--- src/rtl/ws2812_frame_driver.sv ---
// rtl/ws2812_frame_driver.sv - fetches one frame of bytes over a req/ready channel and serializes it onto a WS2812 chain
// One byte is prefetched while the current byte shifts out; led_out drops low on an underrun.
module ws2812_frame_driver #(
  parameter int ADDRESS_WIDTH = 8,
  parameter int DATA_WIDTH    = 8,
  parameter int BASE_ADDR     = 0,
  parameter int NUM_BYTES     = 72,
  parameter int TBIT          = 30,
  parameter int T0H           = 9,
  parameter int T1H           = 17,
  parameter int RESET_CYCLES  = 1440
) (
  input  logic                     clk,
  input  logic                     rst,
  input  logic                     start,
  output logic                     busy,
  output logic                     done,
  output logic                     data_req,
  output logic [ADDRESS_WIDTH-1:0] data_addr,
  input  logic [DATA_WIDTH-1:0]    data_in,
  input  logic                     data_rdy,
  output logic                     led_out
);

  localparam int CYC_W = $clog2(TBIT);
  localparam int BIT_W = $clog2(DATA_WIDTH + 1);
  localparam int IDX_W = $clog2(NUM_BYTES + 1);
  localparam int LAT_W = $clog2(RESET_CYCLES + 1);
  localparam logic [ADDRESS_WIDTH-1:0] BASE  = ADDRESS_WIDTH'(BASE_ADDR);
  localparam logic [CYC_W-1:0]         T0H_C = CYC_W'(T0H);
  localparam logic [CYC_W-1:0]         T1H_C = CYC_W'(T1H);

  typedef enum logic [2:0] {S_IDLE, S_PRIME, S_SHIFT, S_STALL, S_LATCH} state_t;

  state_t                   r_state, w_state_next;
  logic                     r_busy, r_done, r_req, r_led;
  logic [ADDRESS_WIDTH-1:0] r_addr;
  logic [IDX_W-1:0]         r_fetch_idx, r_loaded;
  logic [DATA_WIDTH-1:0]    r_buf, r_shift, w_shift_next;
  logic                     r_buf_valid;
  logic [CYC_W-1:0]         r_cyc, w_cyc_next;
  logic [BIT_W-1:0]         r_bit, w_bit_next;
  logic [LAT_W-1:0]         r_lat;
  logic                     w_load, w_led_next;

  wire w_bit_last   = (r_cyc == CYC_W'(TBIT - 1));
  wire w_byte_end   = w_bit_last && (r_bit == BIT_W'(DATA_WIDTH - 1));
  wire w_all_loaded = (r_loaded == IDX_W'(NUM_BYTES));
  wire w_latch_end  = (r_lat == LAT_W'(RESET_CYCLES - 1));
  wire w_active     = (r_state == S_PRIME) || (r_state == S_SHIFT) || (r_state == S_STALL);
  wire w_capture    = r_req && data_rdy;
  wire w_fetch_go   = w_active && !r_req && !data_rdy && !r_buf_valid
                      && (r_fetch_idx < IDX_W'(NUM_BYTES));

  always_ff @(posedge clk) begin
    if (rst) r_state <= S_IDLE;
    else     r_state <= w_state_next;
  end

  always_comb begin
    w_state_next = r_state;
    w_load       = 1'b0;
    case (r_state)
      S_IDLE:  if (start) w_state_next = S_PRIME;
      S_PRIME: if (r_buf_valid) begin
        w_load       = 1'b1;
        w_state_next = S_SHIFT;
      end
      S_SHIFT: if (w_byte_end) begin
        if (w_all_loaded)     w_state_next = S_LATCH;
        else if (r_buf_valid) w_load       = 1'b1;
        else                  w_state_next = S_STALL;
      end
      S_STALL: if (r_buf_valid) begin
        w_load       = 1'b1;
        w_state_next = S_SHIFT;
      end
      S_LATCH: if (w_latch_end) w_state_next = S_IDLE;
      default: w_state_next = S_IDLE;
    endcase
  end

  // led_out is registered, so the pulse level is computed from the next-cycle bit position
  always_comb begin
    w_shift_next = r_shift;
    w_cyc_next   = r_cyc;
    w_bit_next   = r_bit;
    if (w_load) begin
      w_shift_next = r_buf;
      w_cyc_next   = '0;
      w_bit_next   = '0;
    end else if (r_state == S_SHIFT) begin
      if (w_bit_last) begin
        w_cyc_next   = '0;
        w_bit_next   = r_bit + BIT_W'(1);
        w_shift_next = r_shift << 1;
      end else begin
        w_cyc_next = r_cyc + CYC_W'(1);
      end
    end
    w_led_next = (w_state_next == S_SHIFT)
                 && (w_cyc_next < (w_shift_next[DATA_WIDTH-1] ? T1H_C : T0H_C));
  end

  always_ff @(posedge clk) begin
    if (rst) begin
      r_busy      <= 1'b0;
      r_done      <= 1'b0;
      r_req       <= 1'b0;
      r_led       <= 1'b0;
      r_addr      <= '0;
      r_fetch_idx <= '0;
      r_loaded    <= '0;
      r_buf       <= '0;
      r_buf_valid <= 1'b0;
      r_shift     <= '0;
      r_cyc       <= '0;
      r_bit       <= '0;
      r_lat       <= '0;
    end else begin
      r_done  <= 1'b0;
      r_shift <= w_shift_next;
      r_cyc   <= w_cyc_next;
      r_bit   <= w_bit_next;
      r_led   <= w_led_next;
      if (r_state == S_IDLE && start) begin
        r_busy      <= 1'b1;
        r_req       <= 1'b1;
        r_addr      <= BASE;
        r_fetch_idx <= '0;
        r_loaded    <= '0;
        r_buf_valid <= 1'b0;
      end else begin
        if (w_capture) begin
          r_buf       <= data_in;
          r_buf_valid <= 1'b1;
          r_req       <= 1'b0;
          r_fetch_idx <= r_fetch_idx + IDX_W'(1);
        end else if (w_fetch_go) begin
          r_req  <= 1'b1;
          r_addr <= BASE + ADDRESS_WIDTH'(r_fetch_idx);
        end
        if (w_load) begin
          r_buf_valid <= 1'b0;
          r_loaded    <= r_loaded + IDX_W'(1);
        end
      end
      if (r_state == S_LATCH) begin
        r_lat <= r_lat + LAT_W'(1);
        if (w_latch_end) begin
          r_done <= 1'b1;
          r_busy <= 1'b0;
        end
      end else begin
        r_lat <= '0;
      end
    end
  end

  assign busy      = r_busy;
  assign done      = r_done;
  assign data_req  = r_req;
  assign data_addr = r_addr;
  assign led_out   = r_led;

endmodule
--- config.mk ---
export PLATFORM = sky130hd
export DESIGN_NAME = ws2812_frame_driver
export DESIGN_NICKNAME = d
export VERILOG_FILES = /design/src/rtl/ws2812_frame_driver.sv
export SDC_FILE = /design/constraint.sdc
export NUM_CORES = 1
export LEC_CHECK = 0
export CORE_ASPECT_RATIO = 1.4
export CORE_MARGIN = 8
export CORE_UTILIZATION = 55
export CTS_CLUSTER_SIZE = 20
export DETAILED_ROUTE_END_ITERATION = 7
export DONT_BUFFER_PORTS = 1
export GPL_ROUTABILITY_DRIVEN = 0
export HOLD_SLACK_MARGIN = 0.02
export PLACE_DENSITY = 0.7
export SLEW_MARGIN = 10
export SYNTH_ARGS = -nofsm -noshare
export SYNTH_HDL_FRONTEND = slang
export SYNTH_SLANG_ARGS = --single-unit
--- constraint.sdc ---
create_clock -name clk -period 3.07 [get_ports clk]
set_clock_uncertainty 0.2 [all_clocks]
set_input_delay 0.4605 -clock clk [delete_from_list [all_inputs] [get_ports clk]]
set_output_delay 0.4605 -clock clk [all_outputs]
set_load 0.005 [all_outputs]
==> results_dict.tcl, run 1 <==
set metrics [dict create \
    status "finished, final reports clean" \
    setup_viol 0 \
    synth_ff_type "dfxtp_1" \
    crit_type "flip-flop to flip-flop" \
    synth_xor_area_share_pct 6.44 \
    slew_violations 0 \
    detailed_place_hpwl_um 3890 \
    yosys_register_bits 65 \
    power_leakage_nw 1.18 \
    post_drt_wl_per_cell_um 14.3 \
    pwr_density_cell_nw_per_um2 521 \
    ys_types 56 \
    cts_setup_buffers 0 \
    grt_first_pass_wirelength_um 9700 \
    period_needed_ns 2.87 \
    die_w_um 78.3 \
    dp_cells 372 \
    grt_pass1_vias 2167 \
    crit_buf_inv 1 \
    cts_buffer_depth 2 \
    total_power_w 0.00170 \
    cts_buffers 9 \
    cts_resized 0 \
    avgSynthCellArea_um2 9.55 \
    initial_core_util_pct 55.7 \
    final_common_cell "dfxtp_1" \
    io_buffers 0 \
    grt_max_degree 31 \
    fillers 463 \
    endpoint_kind "flip-flop" \
    viasPerCell 5.52 \
    rows 32 \
    worstPathRequired_ns 3.10 \
    layout_common_cells "65 x dfxtp_1, 48 x nor2_1, 22 x mux2i_1, 15 x xor2_1, 13 x a21oi_1" \
    worstSkewPairLatency_ns 0.35 \
    dieArea_um2 8090 \
    clkTransAtPathRegs_ns 0.07 \
    synth-edff-count 0 \
    layout-drive-gt1-share_pct 13.4 \
    final_area_um2 3260 \
    synth_fp_nets 334 \
    ant_nets 0 \
    seq_area_frac_synth_pct 43.5 \
    hold_path.class "primary input to flip-flop" \
    yosys_warnings 0 \
    drc 0 \
    num_vias 2149 \
    synth_top_family_by_area "simple AND/OR/NAND/NOR gates" \
    maxSlewHeadroom_pct 31.6 \
    max_freq_ghz 0.348 \
    drt_first_pass_iters 4 \
    syn-instance-count 313 \
    cp-start-kind "flip-flop" \
    num-nets-final 337 \
    fin_crit_sh_pct 93.5 \
    htreeDepth 3 \
    cts.sinks 65 \
    worst_path_dominant_cell_family "simple AND/OR/NAND/NOR gates" \
    overflow 0 \
    cts_root_buffer "clkbuf_8" \
    die_h_um 103 \
    critPathMaxFanout 8 \
    final.setup.tns_ns 0 \
    antenna_found_initial 0 \
    rsz0062_at_grt "no" \
    cp_data_arrival_time_ns 2.90 \
    hold_violations 0 \
    area_growth_pct 9.12 \
    ir_drop_uv 365 \
    synth-compound-area-share_pct 11.8 \
    synth_fa_ha_area_share_pct 3.77 \
    placed_cell_area_um2 3030 \
    pin_count 24 \
    syn-cell-area_um2 2990 \
    first_iter_violations 72 \
    grt_usage_pct 15.3 \
    cts_tree "done" \
    drt-total-wl_um 5550 \
    worst_pin_slew_ns 1.02 \
    final_cells 389 \
    core_area_um2 5370 \
    critPathMaxStageDelay_ns 0.53 \
    synthSimpleGateAreaFrac_pct 22.1 \
    timing.max_cap.violations 0 \
    synthMuxAreaShare_pct 8.20 \
    finalHoldWorstSlack_ns 0.0669 \
    slowest_stage "or3b_1" \
    cp_cell_sequence "or3b_1 > a2111oi_4 > o21ai_4 > mux2i_2 > inv_1 > ha_1 > o311ai_0 > nor4_1 > nor3b_2" \
    async_flop_share_pct 0 \
    antennaDiodeCount 0 \
]
-- cells by family (layout without fill, tap and decap cells) --
kind of cell	after synthesis	after routing
simple gates	126	126
flops	65	65
compound gates	43	43
mux	24	24
buf+inv	23	31
xor+xnor	22	22
fa+ha+maj	9	9
other cells	1	1
-- flip-flops by register name (all words and copies together), names as in the netlist, 3 cells and up --
signal       count
r_lat           11
r_buf            8
r_shift          8
data_addr        7
r_fetch_idx      7
r_loaded         7
r_cyc            5
r_bit            4
r_state          3
-- cell usage after synthesis (all sizes together), types with 3 or more instances --
library cell   n  area share [%]
a211oi         8             3.0
nor3          10             1.7
a21oi         15             2.8
mux2i         23             7.8
and3           3            0.63
xor2          15             4.4
o211ai         3            0.75
and2           3            0.63
dfxtp         65              44
nand2         10             1.4
nand3b         7             1.8
nor2b          4            0.84
nand3         12             2.0
nand2b         3            0.63
clkbuf         8             1.0
nand4          6             1.3
o21ai          6             1.4
nor2          49             6.2
buf            7             2.1
ha             9             3.8
xnor2          7             2.1
inv            8             1.0
nor4           3            0.63
or3            4            0.84
-- metal layers --
layer / global-route usage, % / part of all wire [%]
met5: 0 / 0
met1: 16.2 / 43
met4: 10.0 / 3.0
met2: 26.0 / 50
met3: 4.50 / 4.2
-- path summary, 6_finish.rpt --
kind                   end        from  slack, ns  cells past startpoint
hold / removal    r_buf[6]  data_in[6]       0.07                      2
setup / recovery   led_out  r_state[1]       0.20                      9
hold reg to reg   r_lat[0]    r_lat[0]       0.25                      1
setup reg to reg   led_out  r_state[1]       0.20                      9
-- metrics by stage --
stage | setup WS [ns] | util, %
after floorplan | 0.265 | -
after global placement | 0.321 | 56.4
after detailed placement | 0.241 | 56.4
after CTS | 0.222 | 60.8
after global routing | 0.0114 | 60.8
final | 0.199 | 60.8
-- timing repair --
item / in CTS / in global routing
hold buffers: 1 / 0
setup endpoints to repair: 0 / 0
hold endpoints to repair: 30 / 0
-- area by class of cell --
class,instances,area [um^2],area share (%)
well taps,68,85.1,2.61
repair buffers,7,65.1,1.99
flip-flops and latches,65,1300,39.9
multi-input cells,225,1570,48.0
clock buffers,12,165,5.06
inverters,8,30.0,0.920
clock inverters,4,50.0,1.53
-- worst register-to-register path: cells and delay by family (launching register included) --
kind	cells	cell delay, ns
buffers and inverters	1	0.07
AND/OR/NAND/NOR	3	0.89
multiplexers	1	0.25
AO/OA/AOI/OAI	3	0.66
adder cells (fa/ha/maj)	1	0.27
flip-flops	1	0.42
-- report_power, final --
part / switching (W) / leakage [nW] / internal [W]
Sequential: 0.0000139 / 0.525 / 0.000855
Clock: 0.000320 / 0.105 / 0.000440
Combinational: 0.0000435 / 0.552 / 0.0000276
Total: 0.000377 / 1.18 / 0.00132
Power figures use the tool's default switching activity.
==> inputs of run 2 (changes only) <==
- CORE_MARGIN: 8 -> 2
==> run 2 against run 1 <==
  * Power rose by 2.5%
  * Hold slack better by 0.0080 ns
  * Combinational power is 1% higher
  * Critical path type unchanged
  * Largest cell class unchanged
==> results_dict.tcl, run 2 (same netlist as run 1, synthesis figures left out) <==
set metrics [dict create \
    status "finished, final reports clean" \
    die_h_um 91.2 \
    hp-start "data_in[2]" \
    area_growth_pct 9.20 \
    cts_buffers 9 \
    drt-total-wl_um 5600 \
    reg_top3 "r_lat (11), r_buf (8), r_shift (8)" \
    grt_first_pass_wirelength_um 9940 \
    worst_pin_slew_ns 1.04 \
    pwr_density_cell_nw_per_um2 533 \
    rsz0062_at_grt "no" \
    largest_reg_flops 11 \
    cts.sinks 65 \
    clkTransAtPathRegs_ns 0.08 \
    timing.max_cap.violations 0 \
    cts_buffer_depth 2 \
    r2r-end "led_out" \
    num_vias 2186 \
    r2r_start "r_state[1]" \
    cts_root_buffer "clkbuf_8" \
    cp_data_arrival_time_ns 2.90 \
    period_needed_ns 2.89 \
    grt_usage_pct 21.2 \
    endpoint_kind "flip-flop" \
    cts_resized 0 \
    fin_crit_sh_pct 94.0 \
    first_iter_violations 111 \
    reg2regPathDepth 9 \
    initial_core_util_pct 57.5 \
    hold_path.class "primary input to flip-flop" \
    dieArea_um2 6050 \
    layout-drive-gt1-share_pct 13.1 \
    ant_nets 0 \
    worstPathRequired_ns 3.09 \
    total_power_w 0.00174 \
    htreeDepth 3 \
    ir_drop_uv 363 \
    io_buffers 0 \
    dp_cells 370 \
    num-nets-final 337 \
    antenna_found_initial 0 \
    crit_type "flip-flop to flip-flop" \
    core_area_um2 5200 \
    rrSetupSlack_ns 0.18 \
    critPathMaxFanout 8 \
    maxSlewHeadroom_pct 30.3 \
    pin_count 24 \
    cts_tree "done" \
    top_register "r_lat" \
    detailed_place_hpwl_um 3800 \
    grt_pass1_vias 2244 \
    cp-start-kind "flip-flop" \
    power_leakage_nw 1.19 \
    post_drt_wl_per_cell_um 14.5 \
    worstSkewPairLatency_ns 0.34 \
    cts_setup_buffers 0 \
    drt_first_pass_iters 4 \
    hold_violations 0 \
    final.setup.tns_ns 0 \
    drc 0 \
    fin_util_pct 62.8 \
    fillers 447 \
    max_freq_ghz 0.346 \
    finalHoldWorstSlack_ns 0.0749 \
    rows 31 \
    grt_max_degree 31 \
    overflow 0 \
    die_w_um 66.3 \
    final_cells 387 \
    antennaDiodeCount 0 \
    slew_violations 0 \
    final_common_cell "dfxtp_1" \
    setup_viol 0 \
    layout_common_cells "65 x dfxtp_1, 48 x nor2_1, 22 x mux2i_1, 15 x xor2_1, 13 x a21oi_1" \
    hold_depth 2 \
    viasPerCell 5.65 \
    whs_endpoint "r_buf[2]" \
]
run 2: metrics by stage:
step           setup slack (ns)  instance area (um^2)
2_1_floorplan             0.265                  2990
3_3_place_gp              0.318                  3030
3_5_place_dp              0.228                  3030
4_1_cts                   0.205                  3270
5_1_grt                  0.0201                  3270
6_report                  0.184                  3270
run 2: where the power goes:
part | switching [W] | internal (W)
sequential | 0.0000145 | 0.000855
combinational | 0.0000441 | 0.0000275
clock | 0.000322 | 0.000478
total | 0.000381 | 0.00136
run 2: per-layer routing:
layer	share of wire, %	GRT usage, %
met5	0	0
met4	2.1	10.5
met3	4.6	7.43
met2	50	34.8
met1	43	23.7
run 2: cell type report:
| cell class | count | area (um^2) | area share (%) |
|---|---|---|---|
| Multi-Input combinational cell | 225 | 1570 | 48.0 |
| Clock buffer | 11 | 141 | 4.33 |
| Inverter | 8 | 30.0 | 0.920 |
| Clock inverter | 5 | 78.8 | 2.41 |
| Timing Repair Buffer | 7 | 65.1 | 1.99 |
| Sequential cell | 65 | 1300 | 39.8 |
| Tap cell | 66 | 82.6 | 2.53 |
run 2: repair_timing:
item | in CTS | in global routing
endpoints found under the setup margin | 0 | 0
hold endpoints to repair | 30 | 0
hold buffers | 1 | 0
run 2: how the worst max path moves through the flow:
stage                startpoint  endpoint
floorplan           r_loaded[0]   led_out
global placement     r_state[1]   led_out
detailed placement   r_state[1]   led_out
CTS                  r_state[1]   led_out
global route         r_state[1]   led_out
finish               r_state[1]   led_out
run 2: worst max-delay path, stage by stage, from the launching register on:
cell,delay (ns)
dfxtp_1,0.42
or3b_1,0.53
a2111oi_4,0.45
o21ai_4,0.09
mux2i_2,0.25
inv_1,0.08
ha_1,0.27
o311ai_0,0.13
nor4_1,0.25
nor3b_2,0.08
==> inputs of run 3 (changes only) <==
- CORE_MARGIN: 2 -> not set
==> run 3 against run 2 <==
  * Flip-flop and latch count is the same
  * Clock-buffer cell count grew 1
  * Routed wire length shrank 2.5%
  * Utilization shrank 0.39 points
  * Power shrank 11%
  * Die area shrank 5.1%
  * Sequential share of layout area grew 0.40 points
  * Via count grew 0.23%
  * Non-clock buffer count grew 4
  * Hold slack lost 0.0027 ns
  * Largest cell class unchanged
  * Highest routed layer unchanged
==> results_dict.tcl, run 3 (same netlist as run 1, synthesis figures left out) <==
set metrics [dict create \
    top_register "r_lat" \
    worstPathRequired_ns 3.08 \
    timing.max_cap.violations 0 \
    dp_cells 371 \
    layout_common_cells "63 x dfxtp_1, 48 x nor2_1, 22 x mux2i_1, 15 x xor2_1, 13 x a21oi_1" \
    cts_tree "done" \
    antennaDiodeCount 0 \
    cp-start-kind "flip-flop" \
    reg2regPathDepth 9 \
    layout-drive-gt1-share_pct 14.5 \
    hold_path.class "primary input to flip-flop" \
    power_leakage_nw 1.18 \
    max_freq_ghz 0.350 \
    dieArea_um2 5740 \
    drc 0 \
    ir_drop_uv 294 \
    rows 31 \
    drt_first_pass_iters 4 \
    cts_buffer_depth 2 \
    drt-total-wl_um 5460 \
    initial_core_util_pct 57.5 \
    cp_cell_sequence "or3b_4 > a2111oi_4 > o21ai_4 > mux2i_2 > inv_1 > ha_1 > o311ai_0 > nor4_1 > nor3b_2" \
    rsz0062_at_grt "no" \
    io_buffers 0 \
    status "finished, final reports clean" \
    antenna_found_initial 0 \
    reg_top3 "r_lat (11), r_buf (8), r_shift (8)" \
    multi_input_area_um2 1570 \
    critPathMaxFanout 8 \
    viasPerCell 5.62 \
    grt_max_degree 31 \
    final_common_cell "dfxtp_1" \
    critPathMaxStageDelay_ns 0.47 \
    cp_data_arrival_time_ns 2.88 \
    largest_reg_flops 11 \
    final_area_um2 3250 \
    hold_violations 0 \
    slew_violations 0 \
    endpoint_kind "flip-flop" \
    die_h_um 89.2 \
    worst_pin_slew_ns 0.826 \
    overflow 0 \
    total_power_w 0.00155 \
    hold_depth 2 \
    die_w_um 64.3 \
    area_growth_pct 8.54 \
    fillers 447 \
    num_vias 2191 \
    ant_nets 0 \
    dr_wl_met2_um 2700 \
    grt_first_pass_wirelength_um 9110 \
    placed_cell_area_um2 3030 \
    final.setup.tns_ns 0 \
    grt_pass1_vias 2077 \
    grt_usage_pct 21.0 \
    pwr_density_cell_nw_per_um2 478 \
    core_area_um2 5200 \
    worstSkewPairLatency_ns 0.34 \
    detailed_place_hpwl_um 3750 \
    cts_root_buffer "clkbuf_8" \
    seqCellArea_um2 1310 \
    crit_type "flip-flop to flip-flop" \
    setup_viol 0 \
    top_layer "met4" \
    wl_met3_um 228 \
    period_needed_ns 2.86 \
    pin_count 24 \
    clkTransAtPathRegs_ns 0.07 \
    fin_crit_sh_pct 93.2 \
    m1WireLength_um 2390 \
    first_iter_violations 89 \
    cts_buffers 9 \
    post_drt_wl_per_cell_um 14.0 \
    cts.sinks 65 \
    final_cells 390 \
    slowest_stage "or3b_4" \
    num-nets-final 341 \
    htreeDepth 3 \
    maxSlewHeadroom_pct 44.9 \
]
## run 3: cell types whose count changed in the layout (fill, tap and decap cells not counted)
| cell | before | now |
|---|---|---|
| dfxtp_2 | 0 | 1 |
| or3b_1 | 1 | 0 |
| or3b_4 | 0 | 1 |
| bufinv_16 | 2 | 0 |
| dfxtp_1 | 65 | 63 |
| buf_4 | 6 | 10 |
| dfxtp_4 | 0 | 1 |
| clkbuf_1 | 1 | 2 |
| clkinvlp_4 | 0 | 1 |
| clkinv_4 | 1 | 0 |
## run 3: routing by layer
metal  track usage, %  vias to the layer above
met5                0                        -
met4             13.5                        0
met3             6.38                       12
met2             35.6                       35
met1             22.9                     1027
li1                 -                     1117
## run 3: metrics by stage
step	hold slack, ns	util, %	setup WS (ns)
final	0.0721	62.4	0.209
after global routing	0.0648	62.4	0.00589
after CTS	0.0600	61.9	0.229
after detailed placement	0.240	58.4	0.242
after global placement	0.228	58.4	0.309
after floorplan	0.218	-	0.265
## run 3: timing repair
action / CTS / global route
setup endpoints to repair: 0 / 1
buffers inserted: 0 / 3
endpoints found under the hold margin: 30 / 0
resized for setup: 0 / 4
hold buffers: 1 / 0
## run 3: report_power, final
group	switching [W]	internal (W)	total, W
combinational	0.0000439	0.0000285	0.0000724
clock	0.000301	0.000308	0.000609
sequential	0.0000147	0.000855	0.000869
## run 3: path summary, 6_finish.rpt
path               from       end  slack [ns]
max          r_state[1]   led_out        0.21
min          data_in[3]  r_buf[3]        0.07
max reg2reg  r_state[1]   led_out        0.21
min reg2reg    r_lat[0]  r_lat[0]        0.25
## run 3: area by class of cell
| type | instances | area share, % |
|---|---|---|
| sequential | 65 | 40.2 |
| inverter | 8 | 0.925 |
| timing repair buffer | 11 | 2.93 |
| tap | 66 | 2.54 |
| clock inverter | 3 | 0.540 |
| clock buffer | 12 | 4.47 |
| multi-input combinational | 225 | 48.3 |
## run 3: critical path, delay by kind of cell, from the launching register on
family	cells	cell delay, ns
buffers and inverters	1	0.07
and+or+nand+nor	3	0.91
DFF	1	0.42
muxes	1	0.25
AOI/OAI and AO/OA	3	0.63
adders and majority gates	1	0.27
